File: src/rtl/uart_debug_capture_fifo.sv
// rtl/uart_debug_capture_fifo.sv - address-filtered FWFT capture FIFO feeding the UART debug printer
module uart_debug_capture_fifo #(
    parameter int          DEPTH      = 16,
    parameter logic [31:0] ADDR_MASK  = 32'h0000_0000,
    parameter logic [31:0] ADDR_MATCH = 32'h0000_0000,
    parameter int          DROP_W     = 16
) (
    input  logic                       clk,
    input  logic                       anrst,
    input  logic                       cap_valid,
    input  logic                       cap_rnw,
    input  logic [31:0]                cap_addr,
    input  logic [31:0]                cap_data,
    output logic                       empty,
    input  logic                       r_req,
    output logic                       r_rnw,
    output logic [31:0]                r_addr,
    output logic [31:0]                r_data,
    output logic                       full,
    output logic [$clog2(DEPTH):0]     count,
    output logic [DROP_W-1:0]          drop_cnt,
    output logic                       overflow,
    input  logic                       ovf_clr
);

    localparam int AW = $clog2(DEPTH);
    localparam int CW = AW + 1;
    localparam int EW = 65;

    logic [EW-1:0]     mem [DEPTH];

    logic [AW-1:0]     wr_ptr_q, wr_ptr_d;
    logic [AW-1:0]     rd_ptr_q, rd_ptr_d;
    logic [CW-1:0]     count_q, count_d;
    logic              empty_q, empty_d;
    logic              full_q, full_d;
    logic [DROP_W-1:0] drop_cnt_q, drop_cnt_d;
    logic              overflow_q, overflow_d;

    logic              match;
    logic              push_try;
    logic              push;
    logic              pop;
    logic              drop;
    logic [EW-1:0]     head;

    // Filter, push/pop/drop decisions and next-state for pointers, occupancy and drop accounting
    always_comb begin
        match      = ((cap_addr & ADDR_MASK) == (ADDR_MATCH & ADDR_MASK));
        push_try   = cap_valid & match;
        // r_req is ignored while empty, so a push into an empty FIFO is never paired with a pop
        pop        = r_req & ~empty_q;
        // a full FIFO still accepts the push when the same edge pops, freeing the slot
        push       = push_try & (~full_q | pop);
        drop       = push_try & ~push;

        wr_ptr_d   = wr_ptr_q;
        rd_ptr_d   = rd_ptr_q;
        count_d    = count_q;
        drop_cnt_d = drop_cnt_q;
        overflow_d = overflow_q;

        if (push) begin
            wr_ptr_d = wr_ptr_q + AW'(1);
        end
        if (pop) begin
            rd_ptr_d = rd_ptr_q + AW'(1);
        end

        case ({push, pop})
            2'b10:   count_d = count_q + CW'(1);
            2'b01:   count_d = count_q - CW'(1);
            default: count_d = count_q;
        endcase

        empty_d = (count_d == '0);
        full_d  = (count_d == CW'(DEPTH));

        // clear takes priority so a drop on the clearing edge is not counted
        if (ovf_clr) begin
            drop_cnt_d = '0;
            overflow_d = 1'b0;
        end else if (drop) begin
            overflow_d = 1'b1;
            if (drop_cnt_q != {DROP_W{1'b1}}) begin
                drop_cnt_d = drop_cnt_q + DROP_W'(1);
            end
        end
    end

    // Control state registers with asynchronous active-low reset
    always_ff @(posedge clk or negedge anrst) begin
        if (!anrst) begin
            wr_ptr_q   <= '0;
            rd_ptr_q   <= '0;
            count_q    <= '0;
            empty_q    <= 1'b1;
            full_q     <= 1'b0;
            drop_cnt_q <= '0;
            overflow_q <= 1'b0;
        end else begin
            wr_ptr_q   <= wr_ptr_d;
            rd_ptr_q   <= rd_ptr_d;
            count_q    <= count_d;
            empty_q    <= empty_d;
            full_q     <= full_d;
            drop_cnt_q <= drop_cnt_d;
            overflow_q <= overflow_d;
        end
    end

    // Entry storage; contents need no reset because empty gates their use
    always_ff @(posedge clk) begin
        if (push) begin
            mem[wr_ptr_q] <= {cap_rnw, cap_addr, cap_data};
        end
    end

    // First-word-fall-through head read straight from the array
    always_comb begin
        head = mem[rd_ptr_q];
    end

    assign r_rnw    = head[64];
    assign r_addr   = head[63:32];
    assign r_data   = head[31:0];
    assign empty    = empty_q;
    assign full     = full_q;
    assign count    = count_q;
    assign drop_cnt = drop_cnt_q;
    assign overflow = overflow_q;

endmodule
File: config.mk
export PLATFORM = sky130hd
export DESIGN_NAME = uart_debug_capture_fifo
export DESIGN_NICKNAME = d
export VERILOG_FILES = /design/src/rtl/uart_debug_capture_fifo.sv
export SDC_FILE = /design/constraint.sdc
export NUM_CORES = 1
export LEC_CHECK = 0
export BUFFER_PORTS_ARGS = -buffer_cell sky130_fd_sc_hd__buf_2
export CORE_UTILIZATION = 37
export DETAILED_ROUTE_END_ITERATION = 10
export GPL_TIMING_DRIVEN = 0
export PLACE_DENSITY_LB_ADDON = 0.25
export REMOVE_ABC_BUFFERS = 1
export SETUP_SLACK_MARGIN = 0.5
export SLEW_MARGIN = 10
export SYNTH_ARGS = -nofsm -noshare
export SYNTH_HDL_FRONTEND = slang
export SYNTH_SLANG_ARGS = --single-unit
export TNS_END_PERCENT = 1
File: constraint.sdc
create_clock -name clk -period 12.8 [get_ports clk]
set_input_delay 2.56 -clock clk [delete_from_list [all_inputs] [get_ports clk]]
set_output_delay 2.56 -clock clk [all_outputs]
set_load 0.1 [all_outputs]
==> flow_metrics.py <==
metrics = {
    "run_status": {
        "outcome": "completed",
    },
    "cts": {
        "clock_tree.root_cell": "sky130_fd_sc_hd__clkbuf_16",
        "clk_transition_reported_paths_ns": 0.06,
        "quantity_of_hold_fixing_buffers_added_after_cts": 0,
        "ctsHtreeMaxLevel": 3,
        "worst_skew_pair.late_latency_ns": 0.68,
        "cts_resized": 0,
        "cts_setup_buffers": 0,
        "tritoncts": "built",
        "clock_tree.buffer_depth": 3,
        "tritoncts_buffer_count": 110,
        "clkSinkCount": 1072,
    },
    "layout": {
        "final.fill_count": 9351,
        "fin_cells": 3518,
        "final_net_count": 2020,
        "seqCellArea_mm2": 0.0320,
        "finish.utilization_pct": 44.0,
        "multi_input_area_mm2": 0.00863,
        "proportion_of_layout_cells_with_a_drive_suffix_above_1_pct": 34.7,
        "layout-area-overhead-vs-synth_pct": 18.2,
    },
    "critical_path": {
        "r2r_end": "mem[1][21]",
        "r2r_cells": 9,
        "rrSetupSlack_ns": 9.32,
        "r2r-start": "empty",
        "crit_fanout": 35,
        "critical_path_class": "flop to output pin",
        "setup.worst_path.start_class": "flop",
        "cp.arrival_ns": 4.00,
        "worstSetupEndpointType": "output pin",
        "crit_required_ns": 10.24,
    },
    "grt": {
        "first_global_vias": 19257,
        "grt-ovfl-total": 0,
        "grt_start_max_net_pins": 57,
        "grt_first_pass_wirelength_um": 133000,
        "antenna_found_initial": 21,
        "globalRouteTotalUtil_pct": 16.4,
    },
    "floorplan": {
        "floorplan.initialDensity_pct": 37.3,
        "core_mm2": 0.111,
        "floorplan.die_area_mm2": 0.113,
        "die-width_um": 336,
        "core.rowCount": 122,
        "num_io_pins": 159,
        "floorplan.die.height_um": 336,
    },
    "logic_synthesis": {
        "seq_area_frac_synth_pct": 77.8,
        "yosys_warning_count": 0,
        "synth_cells": 1639,
        "yosys_register_bits": 1072,
        "syn_area_per_cell_um2": 25.1,
        "synth.lib_cells_used.distinct": 42,
        "synthesis.area_mm2": 0.0412,
    },
    "route": {
        "dr.pass1.iters": 5,
        "routed_wire_length_per_instance_um": 26.1,
        "totalWireLength_um": 91800,
        "via_per_inst": 5.25,
        "via_count": 18465,
        "drtAntennaViolNets": 0,
        "drt-initial-drc-count": 1750,
        "detailed_route_drc_error_count": 0,
    },
    "sta": {
        "finClkSkew_ns": 0.0265,
        "final_hold_viol_count": 0,
        "finalCriticalPeriod_ns": 6.56,
        "final-setup-viol-count": 0,
        "report.final.slew_viol_count": 0,
        "grt_setup_unrepaired": "false",
        "achievable-frequency_ghz": 0.153,
        "max_slew_margin_pct": 45.7,
        "final_min_period_over_clock_period_pct": 51.2,
        "max_slew.worst_pin.slew_ns": 0.809,
    },
    "run": {
        "count_of_max_cap_constraint_violations": 0,
    },
    "placement": {
        "place.detailed.hpwl_um": 58200,
        "port_buffer_cells": 158,
        "numPlacedInstances": 3317,
        "place_congestion": 0.722,
    },
    "pwr": {
        "finalPower_mw": 12.0,
        "powerDensity_mw_per_mm2": 246,
        "power.leakage_nw": 15.7,
        "peak_supply_drop_v": 0.000278,
    },
    "worst_hold_path": {
        "hold-path-cell-count": 1,
        "timing.hold.worst.class": "flop to flop",
        "worst_hold_startpoint": "count[4]",
        "worst_hold_path.endpoint": "count[4]",
    },
}
[cells in the final DEF, fill, tap and decap left out, drive strengths merged, types with 2 or more instances in the layout]
cell type / instances
mux2i: 5
edfxtp: 1040
dfrtp: 31
nand3: 6
and2: 3
bufinv: 8
mux4: 325
nor2: 39
nor3b: 2
ha: 9
and3: 3
clkinv: 49
diode: 2
o211ai: 3
mux2: 2
nand3b: 2
nor2b: 2
inv: 7
nand2: 17
a21oi: 5
nor3: 5
nand2b: 3
o2111ai: 2
nand4: 9
buf: 271
xnor2: 9
xor2: 13
and4: 3
o21ai: 6
clkbuf: 139
[where the power goes]
group | internal [mW] | leakage, nW | switching (mW)
sequential | 4.22 | 9.81 | 0.187
clock | 1.73 | 1.65 | 1.29
combinational | 1.52 | 4.23 | 3.05
total | 7.47 | 15.7 | 4.52
[cells by family (layout without fill, tap and decap cells)]
kind of cell	after synthesis	in the layout	synth area share, %
DFF	1072	1072	77.8
muxes	332	332	18.5
and+or+nand+nor	96	96	1.14
buffers and inverters	86	475	1.53
AOI/OAI and AO/OA	22	22	0.346
xor gates and xnor gates	22	22	0.468
adders and majority gates	9	9	0.273
other	0	2	0
[stage by stage]
step           setup TNS, ns  setup WS [ns]  hold slack [ns]  cell area (µm²)
6_report                   0           6.24            0.513            48700
3_3_place_gp        -1264.71          -6.39            0.483            43200
4_1_cts                    0           6.10            0.518            48700
5_1_grt                    0           6.00            0.550            48700
2_1_floorplan         -45.55         -0.886            0.556            40600
3_5_place_dp               0           6.83            0.505            45300
[cells in the mapped netlist]
library cell | n | area [µm²]
sky130_fd_sc_hd__edfxtp_1 | 1040 | 31200
sky130_fd_sc_hd__mux4_2 | 268 | 6040
sky130_fd_sc_hd__mux4_1 | 57 | 1500
sky130_fd_sc_hd__nor2_1 | 39 | 146
sky130_fd_sc_hd__clkbuf_1 | 31 | 116
sky130_fd_sc_hd__dfrtp_1 | 31 | 776
sky130_fd_sc_hd__nand2_1 | 17 | 63.8
sky130_fd_sc_hd__buf_1 | 15 | 56.3
sky130_fd_sc_hd__buf_12 | 15 | 300
sky130_fd_sc_hd__buf_2 | 14 | 70.1
sky130_fd_sc_hd__xor2_1 | 13 | 114
sky130_fd_sc_hd__ha_1 | 9 | 113
sky130_fd_sc_hd__nand4_1 | 9 | 56.3
sky130_fd_sc_hd__xnor2_1 | 9 | 78.8
sky130_fd_sc_hd__buf_6 | 6 | 67.6
sky130_fd_sc_hd__nand3_1 | 6 | 30.0
sky130_fd_sc_hd__a21oi_1 | 5 | 25.0
sky130_fd_sc_hd__inv_1 | 5 | 18.8
sky130_fd_sc_hd__mux2i_1 | 5 | 50.1
sky130_fd_sc_hd__nor3_1 | 5 | 25.0
sky130_fd_sc_hd__o21ai_0 | 5 | 25.0
sky130_fd_sc_hd__and2_1 | 3 | 18.8
sky130_fd_sc_hd__and3_1 | 3 | 18.8
sky130_fd_sc_hd__and4_1 | 3 | 26.3
sky130_fd_sc_hd__nand2b_1 | 3 | 18.8
sky130_fd_sc_hd__o211ai_1 | 3 | 22.5
sky130_fd_sc_hd__nand3b_1 | 2 | 15.0
sky130_fd_sc_hd__nor2b_1 | 2 | 12.5
sky130_fd_sc_hd__nor3b_1 | 2 | 15.0
sky130_fd_sc_hd__o2111ai_1 | 2 | 17.5
sky130_fd_sc_hd__a211o_1 | 1 | 8.76
sky130_fd_sc_hd__a21boi_1 | 1 | 7.51
sky130_fd_sc_hd__a31oi_1 | 1 | 6.26
sky130_fd_sc_hd__and3b_1 | 1 | 8.76
sky130_fd_sc_hd__and4bb_2 | 1 | 12.5
sky130_fd_sc_hd__dfstp_2 | 1 | 26.3
sky130_fd_sc_hd__mux2_1 | 1 | 11.3
sky130_fd_sc_hd__mux2_2 | 1 | 11.3
sky130_fd_sc_hd__o21a_1 | 1 | 7.51
sky130_fd_sc_hd__o21ai_1 | 1 | 5.00
sky130_fd_sc_hd__o221ai_1 | 1 | 8.76
sky130_fd_sc_hd__o41ai_1 | 1 | 8.76
[flip-flops by register name, summed over array words and instances (netlist names)]
register / cells
overflow: 1
empty: 1
wr_ptr_q: 4
rd_ptr_q: 4
mem: 1040
count: 5
full: 1
drop_cnt: 16
[layout make-up]
class | instances | share of cell area, %
well taps | 1488 | 3.83
diodes | 2 | 0.0103
multi-input cells | 481 | 17.7
repair buffers | 271 | 5.60
flip-flops and latches | 1072 | 65.9
clock inverters | 60 | 1.05
clock buffers | 139 | 5.88
inverters | 5 | 0.0386
[worst max path at each step]
stage | start | to | slack, ns | cells past startpoint
floorplan | rd_ptr_q[0] | r_addr[0] | -0.89 | 2
CTS | rd_ptr_q[0] | r_addr[5] | 6.10 | 6
global route | rd_ptr_q[0] | r_addr[5] | 6.00 | 6
global placement | rd_ptr_q[0] | r_addr[0] | -6.39 | 3
detailed placement | rd_ptr_q[0] | r_addr[5] | 6.83 | 6
finish | rd_ptr_q[0] | r_addr[5] | 6.24 | 6
[critical path, stage by stage, from the launching register on]
cell and delay, ns:
sky130_fd_sc_hd__dfrtp_4 0.93, sky130_fd_sc_hd__buf_16 0.33, sky130_fd_sc_hd__buf_16 0.28, sky130_fd_sc_hd__buf_12 0.25, sky130_fd_sc_hd__mux4_1 0.59, sky130_fd_sc_hd__mux4_2 0.54, sky130_fd_sc_hd__buf_2 0.32
[layer usage]
layer	vias up	part of all wire (%)	GRT usage, %
met5	-	0.12	0
met4	20	2.3	4.23
met3	177	5.5	3.30
met2	463	48	26.1
met1	10048	44	23.1
li1	7757	-	-
(Power assumes the default switching activity.)
